==> src/rtl/pc_gen.sv <==
// Next-PC generator with a circular return-address stack.
// Define PC_GEN_MISALIGN_CHECK_EN to word-align redirect targets and flag them.
module pc_gen #(
  parameter int              PC_W      = 32,
  parameter logic [PC_W-1:0] RESET_VEC = '0,
  parameter int              INC       = 4,
  parameter int              RAS_DEPTH = 4
) (
  input  logic            CLK,
  input  logic            RESET,
  input  logic            STALL,
  input  logic            FLUSH,
  input  logic [PC_W-1:0] FLUSH_TGT,
  input  logic            BR_TAKEN,
  input  logic [PC_W-1:0] BR_TGT,
  input  logic            CALL,
  input  logic            RET,
  output logic [PC_W-1:0] PC_OUT,
  output logic            RAS_EMPTY,
  output logic            RAS_UFLOW,
  output logic            MISALIGN
);

  localparam int AW = (RAS_DEPTH > 1) ? $clog2(RAS_DEPTH) : 1;
  localparam int CW = $clog2(RAS_DEPTH + 1);
  localparam logic [PC_W-1:0] INC_V = PC_W'(INC);
  localparam logic [CW-1:0]   FULL  = CW'(RAS_DEPTH);

  logic [PC_W-1:0] ras [RAS_DEPTH];
  logic [AW-1:0]   sp;
  logic [CW-1:0]   cnt;

  logic [PC_W-1:0] seq;
  logic [PC_W-1:0] tgt;
  logic [PC_W-1:0] tgt_al;
  logic [PC_W-1:0] nxt_pc;
  logic [AW-1:0]   top_idx;
  logic [AW-1:0]   wr_idx;
  logic [AW-1:0]   sp_nxt;
  logic [CW-1:0]   cnt_nxt;
  logic            has;
  logic            call_br;
  logic            pop;
  logic            push;
  logic            repl;
  logic            redir;
  logic            uflow_c;
  logic            mis_c;
  logic            act;

  always_comb begin
    seq     = PC_OUT + INC_V;
    top_idx = sp - 1'b1;
    has     = (cnt != '0);
    call_br = CALL & BR_TAKEN;
    pop     = RET & has;
    uflow_c = RET & ~has;
    act     = ~FLUSH & ~STALL;
    redir   = 1'b0;
    tgt     = seq;
    if (FLUSH) begin
      redir = 1'b1;
      tgt   = FLUSH_TGT;
    end else if (RET) begin
      if (has) begin
        redir = 1'b1;
        tgt   = ras[top_idx];
      end
    end else if (BR_TAKEN) begin
      redir = 1'b1;
      tgt   = BR_TGT;
    end
  end

`ifdef PC_GEN_MISALIGN_CHECK_EN
  always_comb begin
    mis_c  = redir & (tgt[1:0] != 2'b00);
    tgt_al = {tgt[PC_W-1:2], 2'b00};
  end
`else
  always_comb begin
    mis_c  = 1'b0;
    tgt_al = tgt;
  end
`endif

  // A call paired with a pop rewrites the top slot instead of pushing.
  always_comb begin
    nxt_pc  = redir ? tgt_al : seq;
    push    = call_br & ~pop;
    repl    = call_br & pop;
    wr_idx  = repl ? top_idx : sp;
    sp_nxt  = sp;
    cnt_nxt = cnt;
    if (push) begin
      sp_nxt  = sp + 1'b1;
      cnt_nxt = (cnt == FULL) ? cnt : cnt + 1'b1;
    end else if (pop && !call_br) begin
      sp_nxt  = top_idx;
      cnt_nxt = cnt - 1'b1;
    end
  end

  logic mis_q;

  always_ff @(posedge CLK) begin
    if (RESET) begin
      PC_OUT    <= RESET_VEC;
      sp        <= '0;
      cnt       <= '0;
      RAS_EMPTY <= 1'b1;
      RAS_UFLOW <= 1'b0;
      mis_q     <= 1'b0;
    end else begin
      RAS_UFLOW <= 1'b0;
      mis_q     <= 1'b0;
      if (FLUSH) begin
        PC_OUT <= nxt_pc;
        mis_q  <= mis_c;
      end else if (!STALL) begin
        PC_OUT    <= nxt_pc;
        sp        <= sp_nxt;
        cnt       <= cnt_nxt;
        RAS_EMPTY <= (cnt_nxt == '0);
        RAS_UFLOW <= uflow_c;
        mis_q     <= mis_c;
      end
    end
  end

  always_ff @(posedge CLK) begin
    if (!RESET && act && call_br) ras[wr_idx] <= seq;
  end

`ifdef PC_GEN_MISALIGN_CHECK_EN
  assign MISALIGN = mis_q;
`else
  assign MISALIGN = 1'b0;
`endif

endmodule
==> config.mk <==
export PLATFORM = sky130hd
export DESIGN_NAME = pc_gen
export DESIGN_NICKNAME = d
export VERILOG_FILES = /design/src/rtl/pc_gen.sv
export SDC_FILE = /design/constraint.sdc
export NUM_CORES = 1
export LEC_CHECK = 0
export ABC_AREA = 1
export CORE_UTILIZATION = 56
export DETAILED_ROUTE_END_ITERATION = 16
export PLACE_DENSITY = 0.81
export SLEW_MARGIN = 20
export SYNTH_ARGS = -nofsm -noshare
export SYNTH_HDL_FRONTEND = slang
export SYNTH_SLANG_ARGS = --single-unit
==> constraint.sdc <==
create_clock -name CLK -period 3.65 [get_ports CLK]
set_input_delay 0.5475 -clock CLK [delete_from_list [all_inputs] [get_ports CLK]]
set_output_delay 0.5475 -clock CLK [all_outputs]
set_load 0.1 [all_outputs]
==> results of run 1 <==
-- path summary, 6_finish.rpt --
path              from   endpoint  cells past startpoint
max          PC_OUT[2]  PC_OUT[2]                      1
min          RAS_EMPTY  RAS_EMPTY                      2
max reg2reg     cnt[0]  ras[1][4]                     11
min reg2reg  RAS_EMPTY  RAS_EMPTY                      2
-- cell families (layout without fill, tap and decap cells) --
family | after synthesis | after routing | synth area share (%)
fa+ha+maj | 7 | 7 | 1.05
other cells | 1 | 1 | 0.0450
simple gates | 575 | 575 | 28.7
buf+inv | 87 | 203 | 4.78
xor+xnor | 15 | 15 | 2.03
compound gates | 122 | 122 | 7.80
flops | 167 | 167 | 55.5
-- final cells by class --
class / count / area, um2 / share of cell area [%]
well taps: 184 / 230 / 2.26
flip-flops and latches: 167 / 4620 / 45.3
inverters: 46 / 175 / 1.72
clock inverters: 15 / 208 / 2.04
clock buffers: 17 / 425 / 4.17
multi-input cells: 720 / 3320 / 32.5
repair buffers: 125 / 1220 / 12.0
-- report_power, final --
group	internal (W)	switching [W]	leakage, nW	total, W
logic	0.000249	0.000585	2.20	0.000834
registers	0.00211	0.0000793	1.49	0.00219
clock network	0.00120	0.000729	0.310	0.00193
total	0.00356	0.00139	4.00	0.00495
-- registers in the layout, indices dropped and copies added, names as in the netlist --
signal     flops
RAS_UFLOW      1
cnt            3
sp             2
ras          128
RAS_EMPTY      1
PC_OUT        32
-- routing by layer --
| layer | GRT usage (%) | wire, um | vias to the layer above |
|---|---|---|---|
| met1 | 38.9 | 9250 | 3321 |
| met3 | 7.83 | 2040 | 57 |
| met4 | 11.5 | 551 | 0 |
| met5 | 0 | 0 | - |
| li1 | - | - | 3380 |
| met2 | 55.4 | 11500 | 360 |
-- placed cells by master (no fill, tap or decap), types with 2 or more instances in the layout --
cell / n
sky130_fd_sc_hd__a21oi_1: 61
sky130_fd_sc_hd__and2_1: 4
sky130_fd_sc_hd__buf_12: 2
sky130_fd_sc_hd__buf_4: 19
sky130_fd_sc_hd__bufinv_16: 5
sky130_fd_sc_hd__clkbuf_16: 17
sky130_fd_sc_hd__clkdlybuf4s50_1: 104
sky130_fd_sc_hd__clkinv_2: 6
sky130_fd_sc_hd__clkinvlp_4: 2
sky130_fd_sc_hd__dfxtp_1: 39
sky130_fd_sc_hd__edfxtp_1: 128
sky130_fd_sc_hd__ha_1: 7
sky130_fd_sc_hd__inv_1: 42
sky130_fd_sc_hd__inv_2: 3
sky130_fd_sc_hd__nand2_1: 406
sky130_fd_sc_hd__nand2_2: 6
sky130_fd_sc_hd__nand3_1: 39
sky130_fd_sc_hd__nand3_2: 2
sky130_fd_sc_hd__nand3b_1: 9
sky130_fd_sc_hd__nor2_1: 74
sky130_fd_sc_hd__nor2_2: 11
sky130_fd_sc_hd__nor2_4: 8
sky130_fd_sc_hd__nor3_1: 2
sky130_fd_sc_hd__o21ai_0: 45
sky130_fd_sc_hd__o21ai_1: 2
sky130_fd_sc_hd__o21bai_1: 7
sky130_fd_sc_hd__o221ai_1: 3
sky130_fd_sc_hd__or2_2: 11
sky130_fd_sc_hd__xnor2_1: 4
sky130_fd_sc_hd__xor2_1: 6
sky130_fd_sc_hd__xor2_2: 5
-- worst min-delay path, cell delays in order (launching register included) --
cell	delay, ps
sky130_fd_sc_hd__dfxtp_1	350
sky130_fd_sc_hd__a21oi_1	70
sky130_fd_sc_hd__nand2_1	70
-- per-stage QoR --
| step | cell area, um2 | hold slack (ps) |
|---|---|---|
| 3_5_place_dp | 9570 | 495 |
| 3_3_place_gp | 9570 | 471 |
| 6_report | 10200 | 516 |
| 5_1_grt | 10200 | 548 |
| 2_1_floorplan | 8330 | 483 |
| 4_1_cts | 10200 | 516 |
==> impl_metrics.prom, run 1 <==
# TYPE chip_impl_metric gauge
chip_impl_metric{name="critPathMaxFanout",unit=""} 8
chip_impl_info{name="ys_dominant_reg_cell",value="sky130_fd_sc_hd__edfxtp_1"} 1
chip_impl_metric{name="tritoncts.num_buffers",unit=""} 17
chip_impl_metric{name="detailedRoute.firstPassIterationCount",unit=""} 7
chip_impl_metric{name="totalWireLength",unit="um"} 23300
chip_impl_metric{name="timing_worst_slew_pin_value",unit="ps"} 1000
chip_impl_metric{name="p_leak",unit="nW"} 4.00
chip_impl_metric{name="syn_nets",unit=""} 1052
chip_impl_metric{name="top_level_ports",unit=""} 106
chip_impl_metric{name="ctsHtreeMaxLevel",unit=""} 4
chip_impl_metric{name="detailedRoute.firstIterationViolations",unit=""} 740
chip_impl_metric{name="via_per_instance_ratio",unit=""} 5.59
chip_impl_metric{name="grt_overall_usage",unit="%"} 32.0
chip_impl_metric{name="grt.overflow.total",unit=""} 0
chip_impl_metric{name="cts_max_path_buffers",unit=""} 2
chip_impl_metric{name="maxCapViolCount",unit=""} 0
chip_impl_metric{name="areaGrowthSynthToFinish",unit="%"} 22.6
chip_impl_metric{name="fp.dieW",unit="um"} 124
chip_impl_metric{name="place_ws",unit="ps"} 770
chip_impl_info{name="most_used_standard_cell_by_instance_count_after_synthesis",value="sky130_fd_sc_hd__nand2_1"} 1
chip_impl_metric{name="die-area",unit="um2"} 15400
chip_impl_info{name="yosys-top-cells-count",value="sky130_fd_sc_hd__nand2_1, sky130_fd_sc_hd__edfxtp_1, sky130_fd_sc_hd__nor2_1"} 1
chip_impl_metric{name="synthDistinctLibCells",unit=""} 37
chip_impl_info{name="critical_path.slowest_cell",value="sky130_fd_sc_hd__clkdlybuf4s50_1"} 1
chip_impl_metric{name="antenna_violations_before_repair",unit=""} 0
chip_impl_metric{name="remaining_drc_errors",unit=""} 0
chip_impl_metric{name="wl_per_cell",unit="um"} 18.3
chip_impl_info{name="timing.critical_path.to_type",value="output port"} 1
chip_impl_metric{name="layout.nets",unit=""} 1155
chip_impl_metric{name="synth_top_area_share",unit="%"} 46.2
chip_impl_info{name="min_path_type",value="reg2reg"} 1
chip_impl_metric{name="final.period_utilization",unit="%"} 74.8
chip_impl_metric{name="yosys_warnings",unit=""} 0
chip_impl_metric{name="cts_setup_buffers",unit=""} 0
chip_impl_metric{name="antennaDiodeCount",unit=""} 0
chip_impl_metric{name="rows",unit=""} 44
chip_impl_metric{name="slew_violations",unit=""} 0
chip_impl_metric{name="layout_min_cycle_time",unit="ps"} 2730
chip_impl_metric{name="critPathRequiredTime",unit="ps"} 3100
chip_impl_metric{name="cp.buffers_inverters",unit=""} 1
chip_impl_metric{name="mapped_avg_cell_area",unit="um2"} 8.55
chip_impl_metric{name="power-per-cell-area",unit="nW/um2"} 486
chip_impl_info{name="worstSetupPathType",value="reg2out"} 1
chip_impl_metric{name="peakVddDrop",unit="mV"} 0.345
chip_impl_metric{name="cts-resized-gates",unit=""} 0
chip_impl_metric{name="port_buffers",unit=""} 104
chip_impl_metric{name="synth_cells",unit=""} 974
chip_impl_metric{name="ant_nets",unit=""} 0
chip_impl_metric{name="gp_routability_congestion",unit=""} 0.983
chip_impl_metric{name="chipHeight",unit="um"} 124
chip_impl_metric{name="worst-r2r-setup-slack",unit="ps"} 980
chip_impl_info{name="crit_family",value="buffers and inverters"} 1
chip_impl_metric{name="core_area",unit="um2"} 14500
chip_impl_info{name="path_cells",value="clkdlybuf4s50_1"} 1
chip_impl_metric{name="post-layout-total-power",unit="W"} 0.00495
chip_impl_info{name="rsz_0062_raised_after_global_routing",value="false"} 1
chip_impl_info{name="ctsRootBufferMaster",value="sky130_fd_sc_hd__clkbuf_16"} 1
chip_impl_metric{name="global_route_wire_length_before_repair",unit="um"} 35600
chip_impl_info{name="tritoncts",value="done"} 1
chip_impl_metric{name="clk-insertion-delay-late",unit="ps"} 430
chip_impl_metric{name="postCtsHoldBufs",unit=""} 0
chip_impl_metric{name="worst_clock_skew",unit="ps"} 11.2
chip_impl_metric{name="synth-seq-cells",unit=""} 167
chip_impl_metric{name="layout.core_utilization",unit="%"} 70.2
chip_impl_info{name="synthTopCellsByArea",value="sky130_fd_sc_hd__edfxtp_1, sky130_fd_sc_hd__nand2_1, sky130_fd_sc_hd__dfxtp_1, sky130_fd_sc_hd__a21oi_1, sky130_fd_sc_hd__nor2_1"} 1
chip_impl_metric{name="synth_edf_count",unit=""} 128
chip_impl_metric{name="critical_path_arrival",unit="ps"} 2180
chip_impl_metric{name="share_of_cells_above_drive_strength_1",unit="%"} 9.17
chip_impl_metric{name="syn_area",unit="um2"} 8330
chip_impl_metric{name="timing.final.ws_setup",unit="ps"} 920
chip_impl_metric{name="setup_violations",unit=""} 0
chip_impl_metric{name="max-slew-margin-rel",unit="%"} 33.1
chip_impl_metric{name="route.vias.total",unit=""} 7118
chip_impl_metric{name="final_cells",unit=""} 1274
chip_impl_metric{name="final-hold-violation-count",unit=""} 0
chip_impl_metric{name="placed_cells_incl_taps",unit=""} 1242
chip_impl_metric{name="nFillCells",unit=""} 1123
chip_impl_metric{name="delay_of_the_slowest_cell_on_the_worst_path",unit="ps"} 1210
chip_impl_metric{name="dp_hpwl",unit="um"} 15900
chip_impl_metric{name="clock_sink_count",unit=""} 167
chip_impl_metric{name="maxClockFrequency",unit="GHz"} 0.366
chip_impl_metric{name="first_global_vias",unit=""} 6903
chip_impl_metric{name="synth-seq-area-share",unit="%"} 55.5
chip_impl_info{name="outcome",value="complete, no violations"} 1
chip_impl_info{name="type_of_element_launching_the_critical_path",value="flip-flop"} 1
chip_impl_metric{name="postSynth.asyncResetShare",unit="%"} 0
chip_impl_metric{name="setup_tns",unit="ps"} 0
chip_impl_metric{name="cts.reportedPaths.clkPinSlew",unit="ps"} 60
chip_impl_info{name="synth_top_area_cell",value="sky130_fd_sc_hd__edfxtp_1"} 1
chip_impl_metric{name="start_util",unit="%"} 57.3
chip_impl_metric{name="grt_max_degree",unit=""} 34
No activity file was read; power rests on OpenSTA's default activity.
==> inputs of run 2 (changes only) <==
--- a/config.mk
+++ b/config.mk
@@ -6,9 +6,9 @@
 export NUM_CORES = 1
 export LEC_CHECK = 0
 export ABC_AREA = 1
-export CORE_UTILIZATION = 56
+export CORE_UTILIZATION = 50
 export DETAILED_ROUTE_END_ITERATION = 16
-export PLACE_DENSITY = 0.81
+export PLACE_DENSITY = 0.76
 export SLEW_MARGIN = 20
 export SYNTH_ARGS = -nofsm -noshare
 export SYNTH_HDL_FRONTEND = slang
==> constraint.sdc (replaced) <==
create_clock -name CLK -period 2.2 [get_ports CLK]
set_input_delay 0.33 -clock CLK [delete_from_list [all_inputs] [get_ports CLK]]
set_output_delay 0.33 -clock CLK [all_outputs]
set_load 0.1 [all_outputs]
==> impl_metrics.prom, run 2 (synthesized netlist as in run 1, its figures left out) <==
# TYPE chip_impl_metric gauge
chip_impl_info{name="outcome",value="complete, no violations"} 1
chip_impl_metric{name="dp_hpwl",unit="um"} 15800
chip_impl_info{name="path_cells",value="inv_2 > ha_4 > nand2_4 > nand2_2 > inv_2 > ha_4 > xnor2_2 > inv_1 > nand2_2 > nor2_4 > buf_12"} 1
chip_impl_metric{name="top_level_ports",unit=""} 106
chip_impl_info{name="type_of_element_launching_the_critical_path",value="flip-flop"} 1
chip_impl_metric{name="grt_max_degree",unit=""} 34
chip_impl_metric{name="detailedRoute.firstIterationViolations",unit=""} 689
chip_impl_info{name="tritoncts",value="done"} 1
chip_impl_metric{name="critPathRequiredTime",unit="ps"} 2330
chip_impl_metric{name="clk-insertion-delay-late",unit="ps"} 430
chip_impl_metric{name="antenna_violations_before_repair",unit=""} 0
chip_impl_info{name="timing.critical_path.to_type",value="flip-flop"} 1
chip_impl_metric{name="cts_setup_buffers",unit=""} 0
chip_impl_metric{name="power.share.switching",unit="%"} 28.7
chip_impl_metric{name="route.vias.total",unit=""} 7123
chip_impl_metric{name="final-hold-violation-count",unit=""} 0
chip_impl_info{name="mostFrequentLayoutCells",value="sky130_fd_sc_hd__nand2_1, sky130_fd_sc_hd__edfxtp_1, sky130_fd_sc_hd__nor2_1"} 1
chip_impl_metric{name="timing_worst_slew_pin_value",unit="ps"} 533
chip_impl_metric{name="cts-resized-gates",unit=""} 0
chip_impl_metric{name="layout.nets",unit=""} 1172
chip_impl_metric{name="die-area",unit="um2"} 17200
chip_impl_metric{name="power.share.combinational",unit="%"} 17.9
chip_impl_info{name="register_with_the_most_flip_flops",value="ras"} 1
chip_impl_metric{name="grt_overall_usage",unit="%"} 28.2
chip_impl_info{name="worstSetupPathType",value="reg2reg"} 1
chip_impl_metric{name="peakVddDrop",unit="mV"} 0.527
chip_impl_metric{name="layout.core_utilization",unit="%"} 65.2
chip_impl_metric{name="remaining_drc_errors",unit=""} 0
chip_impl_metric{name="start_util",unit="%"} 51.8
chip_impl_metric{name="power_frac_clock",unit="%"} 36.9
chip_impl_metric{name="global_route_wire_length_before_repair",unit="um"} 35000
chip_impl_info{name="rsz_0062_raised_after_global_routing",value="false"} 1
chip_impl_metric{name="fp.dieW",unit="um"} 131
chip_impl_metric{name="wl_per_cell",unit="um"} 17.4
chip_impl_metric{name="rows",unit=""} 46
chip_impl_metric{name="nFillCells",unit=""} 1264
chip_impl_info{name="biggestRegsByFlops",value="ras x128, PC_OUT x32, cnt x3"} 1
chip_impl_metric{name="placed_cells_incl_taps",unit=""} 1291
chip_impl_metric{name="layout_min_cycle_time",unit="ps"} 1940
chip_impl_metric{name="maxCapViolCount",unit=""} 0
chip_impl_metric{name="p_int",unit="W"} 0.00572
chip_impl_metric{name="clock_sink_count",unit=""} 167
chip_impl_metric{name="totalWireLength",unit="um"} 23100
chip_impl_metric{name="cts.reportedPaths.clkPinSlew",unit="ps"} 60
chip_impl_metric{name="final_cells",unit=""} 1323
chip_impl_metric{name="setup_violations",unit=""} 0
chip_impl_metric{name="power-per-cell-area",unit="nW/um2"} 765
chip_impl_info{name="critical_path.slowest_cell",value="sky130_fd_sc_hd__dfxtp_2"} 1
chip_impl_metric{name="detailedRoute.firstPassIterationCount",unit=""} 5
chip_impl_metric{name="ant_nets",unit=""} 0
chip_impl_metric{name="port_buffers",unit=""} 104
chip_impl_metric{name="core_area",unit="um2"} 16100
chip_impl_metric{name="slew_violations",unit=""} 0
chip_impl_metric{name="power.net_switching",unit="W"} 0.00230
chip_impl_metric{name="cts_max_path_buffers",unit=""} 2
chip_impl_info{name="layout.cells.most_common",value="sky130_fd_sc_hd__nand2_1"} 1
chip_impl_metric{name="antennaDiodeCount",unit=""} 0
chip_impl_metric{name="final.period_utilization",unit="%"} 88.3
chip_impl_metric{name="ctsHtreeMaxLevel",unit=""} 4
chip_impl_metric{name="first_global_vias",unit=""} 6446
chip_impl_metric{name="p_leak",unit="nW"} 4.16
chip_impl_info{name="ctsRootBufferMaster",value="sky130_fd_sc_hd__clkbuf_16"} 1
chip_impl_metric{name="grt.overflow.total",unit=""} 0
chip_impl_metric{name="maxClockFrequency",unit="GHz"} 0.515
chip_impl_info{name="min_path_type",value="reg2reg"} 1
chip_impl_metric{name="share_seq_of_total_power",unit="%"} 45.2
chip_impl_metric{name="ff_to_ff_path_depth",unit=""} 11
chip_impl_metric{name="tritoncts.num_buffers",unit=""} 17
chip_impl_metric{name="areaGrowthSynthToFinish",unit="%"} 25.8
chip_impl_metric{name="via_per_instance_ratio",unit=""} 5.38
chip_impl_metric{name="critical_path_arrival",unit="ps"} 2080
chip_impl_metric{name="worst_hold_slack",unit="ps"} 479
chip_impl_metric{name="setup_tns",unit="ps"} 0
chip_impl_metric{name="max-slew-margin-rel",unit="%"} 64.2
chip_impl_metric{name="delay_of_the_slowest_cell_on_the_worst_path",unit="ps"} 330
chip_impl_metric{name="largest_register_ff_count",unit=""} 128
chip_impl_metric{name="share_of_cells_above_drive_strength_1",unit="%"} 15.5
chip_impl_metric{name="chipHeight",unit="um"} 131
chip_impl_metric{name="worst_clock_skew",unit="ps"} 10.3
chip_impl_metric{name="postCtsHoldBufs",unit=""} 0
chip_impl_metric{name="critPathMaxFanout",unit=""} 16
chip_impl_metric{name="timing.hold.worst_path_depth",unit=""} 2
chip_impl_metric{name="gp_routability_congestion",unit=""} 0.927
chip_impl_metric{name="post-layout-total-power",unit="W"} 0.00801
==> run 2: cell count changes in the layout (fill, tap and decap cells not counted), moves of 3 or more <==
cell | before | now
sky130_fd_sc_hd__inv_1 | 42 | 38
sky130_fd_sc_hd__nor2_2 | 11 | 8
sky130_fd_sc_hd__clkdlybuf4s50_1 | 104 | 70
sky130_fd_sc_hd__dfxtp_1 | 39 | 28
sky130_fd_sc_hd__dfxtp_2 | 0 | 11
sky130_fd_sc_hd__clkinv_4 | 0 | 4
sky130_fd_sc_hd__buf_4 | 19 | 59
sky130_fd_sc_hd__nor2_4 | 8 | 11
sky130_fd_sc_hd__buf_12 | 2 | 13
sky130_fd_sc_hd__inv_2 | 3 | 7
sky130_fd_sc_hd__clkinv_2 | 6 | 3
sky130_fd_sc_hd__nand2_1 | 406 | 401
sky130_fd_sc_hd__nand2_2 | 6 | 10
==> run 2: worst paths after layout <==
| path | startpoint | end | slack, ps |
|---|---|---|---|
| max | cnt[0] | ras[3][4] | 260 |
| min | RAS_EMPTY | RAS_EMPTY | 480 |
| max reg2reg | cnt[0] | ras[3][4] | 260 |
| min reg2reg | RAS_EMPTY | RAS_EMPTY | 480 |
==> run 2: per-stage QoR <==
step / setup slack [ps] / cell area [um2]
final: 257 / 10500
after global routing: 164 / 10500
after CTS: 242 / 10500
after detailed placement: 27.0 / 9880
after global placement: 50.9 / 9880
after floorplan: -18.3 / 8440
==> run 2: cell type report <==
cell class | instances | area, um2 | area share [%]
tap | 216 | 270 | 2.58
timing repair buffer | 142 | 1400 | 13.4
clock buffer | 18 | 429 | 4.10
multi-input combinational | 720 | 3390 | 32.4
sequential | 167 | 4640 | 44.3
clock inverter | 14 | 159 | 1.52
inverter | 46 | 175 | 1.67
==> run 2: critical path, delay by kind of cell (launching register included) <==
| family | cells | cell delay, ps |
|---|---|---|
| flip-flops | 1 | 330 |
| adder cells (fa/ha/maj) | 2 | 330 |
| AND/OR/NAND/NOR | 4 | 410 |
| XOR/XNOR | 1 | 140 |
| buffers and inverters | 4 | 430 |
==> run 2: per-layer routing <==
| layer | vias up | GRT usage (%) | part of all wire, % |
|---|---|---|---|
| li1 | 3417 | - | - |
| met1 | 3397 | 37.7 | 43 |
| met2 | 278 | 45.5 | 48 |
| met3 | 31 | 5.50 | 6.7 |
| met4 | 0 | 11.0 | 2.2 |
| met5 | - | 0 | 0 |
==> run 2: power by group through the flow <==
stage          sequential [W]  clock [W]  combinational [W]
5_1_grt               0.00363    0.00312            0.00154
2_1_floorplan         0.00402          0           0.000587
4_1_cts               0.00362    0.00299            0.00143
3_5_place_dp          0.00368          0            0.00142
3_3_place_gp          0.00368          0            0.00140
6_report              0.00362    0.00296            0.00143
==> inputs of run 3 (changes only) <==
==> constraint.sdc (replaced) <==
create_clock -name CLK -period 2.2 [get_ports CLK]
set_input_delay 0.66 -clock CLK [delete_from_list [all_inputs] [get_ports CLK]]
set_output_delay 0.66 -clock CLK [all_outputs]
set_load 0.1 [all_outputs]
==> impl_metrics.prom, run 3 (synthesized netlist as in run 1, its figures left out) <==
# TYPE chip_impl_metric gauge
chip_impl_metric{name="ctsHtreeMaxLevel",unit=""} 4
chip_impl_metric{name="gp_routability_congestion",unit=""} 0.890
chip_impl_metric{name="port_buffers",unit=""} 104
chip_impl_info{name="ctsRootBufferMaster",value="sky130_fd_sc_hd__clkbuf_16"} 1
chip_impl_metric{name="route.vias.total",unit=""} 7176
chip_impl_metric{name="first_global_vias",unit=""} 7022
chip_impl_metric{name="core_area",unit="um2"} 16100
chip_impl_metric{name="dpl-instance-area",unit="um2"} 10400
chip_impl_metric{name="ff_to_ff_path_depth",unit=""} 11
chip_impl_metric{name="share_of_cells_above_drive_strength_1",unit="%"} 17.4
chip_impl_info{name="outcome",value="complete, no violations"} 1
chip_impl_metric{name="max-slew-margin-rel",unit="%"} 66.6
chip_impl_metric{name="global_route_wire_length_before_repair",unit="um"} 37500
chip_impl_metric{name="postCtsHoldBufs",unit=""} 0
chip_impl_info{name="r2r_start",value="cnt[1]"} 1
chip_impl_metric{name="critPathRequiredTime",unit="ps"} 2330
chip_impl_metric{name="nFillCells",unit=""} 1197
chip_impl_metric{name="critical_path_arrival",unit="ps"} 2200
chip_impl_metric{name="p_leak",unit="nW"} 4.37
chip_impl_metric{name="detailedRoute.firstIterationViolations",unit=""} 566
chip_impl_metric{name="timing.hold.worst_path_depth",unit=""} 2
chip_impl_metric{name="final-hold-violation-count",unit=""} 0
chip_impl_metric{name="cts-resized-gates",unit=""} 0
chip_impl_info{name="min_path_type",value="reg2reg"} 1
chip_impl_metric{name="gr-usage-met2",unit="%"} 50.0
chip_impl_info{name="path_cells",value="clkdlybuf4s50_1 > nand2_8 > inv_6 > ha_4 > xnor2_2 > inv_1 > nand2_2 > nor2_4 > buf_12"} 1
chip_impl_metric{name="start_util",unit="%"} 51.8
chip_impl_metric{name="setup_violations",unit=""} 0
chip_impl_metric{name="slew_violations",unit=""} 0
chip_impl_metric{name="worst_clock_skew",unit="ps"} 10.4
chip_impl_metric{name="areaGrowthSynthToFinish",unit="%"} 32.5
chip_impl_info{name="layout.cells.most_common",value="sky130_fd_sc_hd__nand2_1"} 1
chip_impl_metric{name="ant_nets",unit=""} 0
chip_impl_metric{name="antennaDiodeCount",unit=""} 0
chip_impl_metric{name="layout_min_cycle_time",unit="ps"} 2060
chip_impl_metric{name="top_level_ports",unit=""} 106
chip_impl_info{name="register_with_the_most_flip_flops",value="ras"} 1
chip_impl_metric{name="timing_worst_slew_pin_value",unit="ps"} 497
chip_impl_metric{name="dp_hpwl",unit="um"} 16800
chip_impl_metric{name="worst_hold_slack",unit="ps"} 486
chip_impl_metric{name="clock_sink_count",unit=""} 167
chip_impl_metric{name="die-area",unit="um2"} 17200
chip_impl_metric{name="place_ws",unit="ps"} -300
chip_impl_metric{name="power-per-cell-area",unit="nW/um2"} 749
chip_impl_metric{name="setup_tns",unit="ps"} 0
chip_impl_info{name="min_from",value="RAS_EMPTY"} 1
chip_impl_metric{name="cts.reportedPaths.clkPinSlew",unit="ps"} 60
chip_impl_info{name="tritoncts",value="done"} 1
chip_impl_metric{name="grt.overflow.total",unit=""} 0
chip_impl_metric{name="grt.met3_usage",unit="%"} 5.54
chip_impl_info{name="biggestRegsByFlops",value="ras x128, PC_OUT x32, cnt x3"} 1
chip_impl_metric{name="wl_per_cell",unit="um"} 17.9
chip_impl_info{name="min_to",value="RAS_EMPTY"} 1
chip_impl_metric{name="grt_max_degree",unit=""} 30
chip_impl_metric{name="remaining_drc_errors",unit=""} 0
chip_impl_metric{name="layout.cell_area.non_filler",unit="um2"} 11000
chip_impl_metric{name="critPathMaxFanout",unit=""} 19
chip_impl_metric{name="maxClockFrequency",unit="GHz"} 0.485
chip_impl_metric{name="delay_of_the_slowest_cell_on_the_worst_path",unit="ps"} 500
chip_impl_metric{name="totalWireLength",unit="um"} 24000
chip_impl_info{name="rsz_0062_raised_after_global_routing",value="false"} 1
chip_impl_info{name="grt-busiest-layer",value="met2"} 1
chip_impl_metric{name="worst-r2r-setup-slack",unit="ps"} 200
chip_impl_metric{name="global_route.usage.met1",unit="%"} 37.9
chip_impl_metric{name="timing.final.ws_setup",unit="ps"} 138
chip_impl_metric{name="grt_overall_usage",unit="%"} 30.0
chip_impl_metric{name="final.period_utilization",unit="%"} 93.7
chip_impl_info{name="timing.critical_path.to_type",value="flip-flop"} 1
chip_impl_metric{name="via_per_instance_ratio",unit=""} 5.34
chip_impl_metric{name="detailedRoute.firstPassIterationCount",unit=""} 5
chip_impl_metric{name="rows",unit=""} 46
chip_impl_metric{name="cts_setup_buffers",unit=""} 0
chip_impl_metric{name="fp.dieW",unit="um"} 131
chip_impl_metric{name="chipHeight",unit="um"} 131
chip_impl_metric{name="peakVddDrop",unit="mV"} 0.557
chip_impl_info{name="critical_path.slowest_cell",value="sky130_fd_sc_hd__clkdlybuf4s50_1"} 1
chip_impl_info{name="worstSetupPathType",value="in2reg"} 1
chip_impl_metric{name="maxCapViolCount",unit=""} 0
chip_impl_metric{name="tritoncts.num_buffers",unit=""} 17
chip_impl_metric{name="layout.nets",unit=""} 1194
chip_impl_metric{name="cts_max_path_buffers",unit=""} 2
chip_impl_metric{name="antenna_violations_before_repair",unit=""} 0
chip_impl_info{name="mostFrequentLayoutCells",value="sky130_fd_sc_hd__nand2_1, sky130_fd_sc_hd__edfxtp_1, sky130_fd_sc_hd__nor2_1"} 1
chip_impl_info{name="type_of_element_launching_the_critical_path",value="primary input"} 1
chip_impl_info{name="worst_r2r_endpoint",value="ras[1][19]"} 1
chip_impl_metric{name="clk-insertion-delay-late",unit="ps"} 430
chip_impl_metric{name="largest_register_ff_count",unit=""} 128
run 3: where the power goes:
| part | switching (W) | leakage, nW | total, W | internal [W] |
|---|---|---|---|---|
| combinational | 0.00102 | 2.59 | 0.00163 | 0.000605 |
| clock | 0.00122 | 0.286 | 0.00299 | 0.00177 |
| sequential | 0.000136 | 1.50 | 0.00364 | 0.00350 |
| total | 0.00238 | 4.37 | 0.00826 | 0.00588 |
run 3: worst max-delay path: cells and delay by family:
family | cells | cell delay, ps
buffers and inverters | 4 | 820
AND/OR/NAND/NOR | 3 | 400
adder cells (fa/ha/maj) | 1 | 170
XOR/XNOR | 1 | 150
run 3: per-stage QoR:
stage	total power [W]	util, %	std cells
2_1_floorplan	0.00461	-	974
3_3_place_gp	0.00529	65.1	1313
3_5_place_dp	0.00531	65.1	1313
4_1_cts	0.00826	68.7	1345
5_1_grt	0.00851	68.7	1345
6_report	0.00826	68.7	1345
run 3: final cells by class:
| type | instances | area (um2) | area share (%) |
|---|---|---|---|
| flip-flops and latches | 167 | 4640 | 42.0 |
| multi-input cells | 720 | 3410 | 30.9 |
| repair buffers | 164 | 1940 | 17.6 |
| clock buffers | 18 | 429 | 3.89 |
| well taps | 216 | 270 | 2.45 |
| inverters | 46 | 180 | 1.63 |
| clock inverters | 14 | 159 | 1.44 |
run 3: worst max path at each step:
stage,startpoint,to,slack [ps],cells past startpoint
global route,RET,cnt[0],80,11
global placement,RET,ras[1][28],-290,9
floorplan,RET,ras[0][0],-60,7
finish,RET,ras[1][19],140,9
CTS,RET,ras[1][15],130,9
detailed placement,RET,ras[1][28],-300,9
run 3: layer usage:
| layer | share of wire (%) | wire length [um] |
|---|---|---|
| met1 | 41 | 9960 |
| met2 | 49 | 11800 |
| met3 | 6.1 | 1480 |
| met4 | 3.2 | 770 |
| met5 | 0 | 0 |
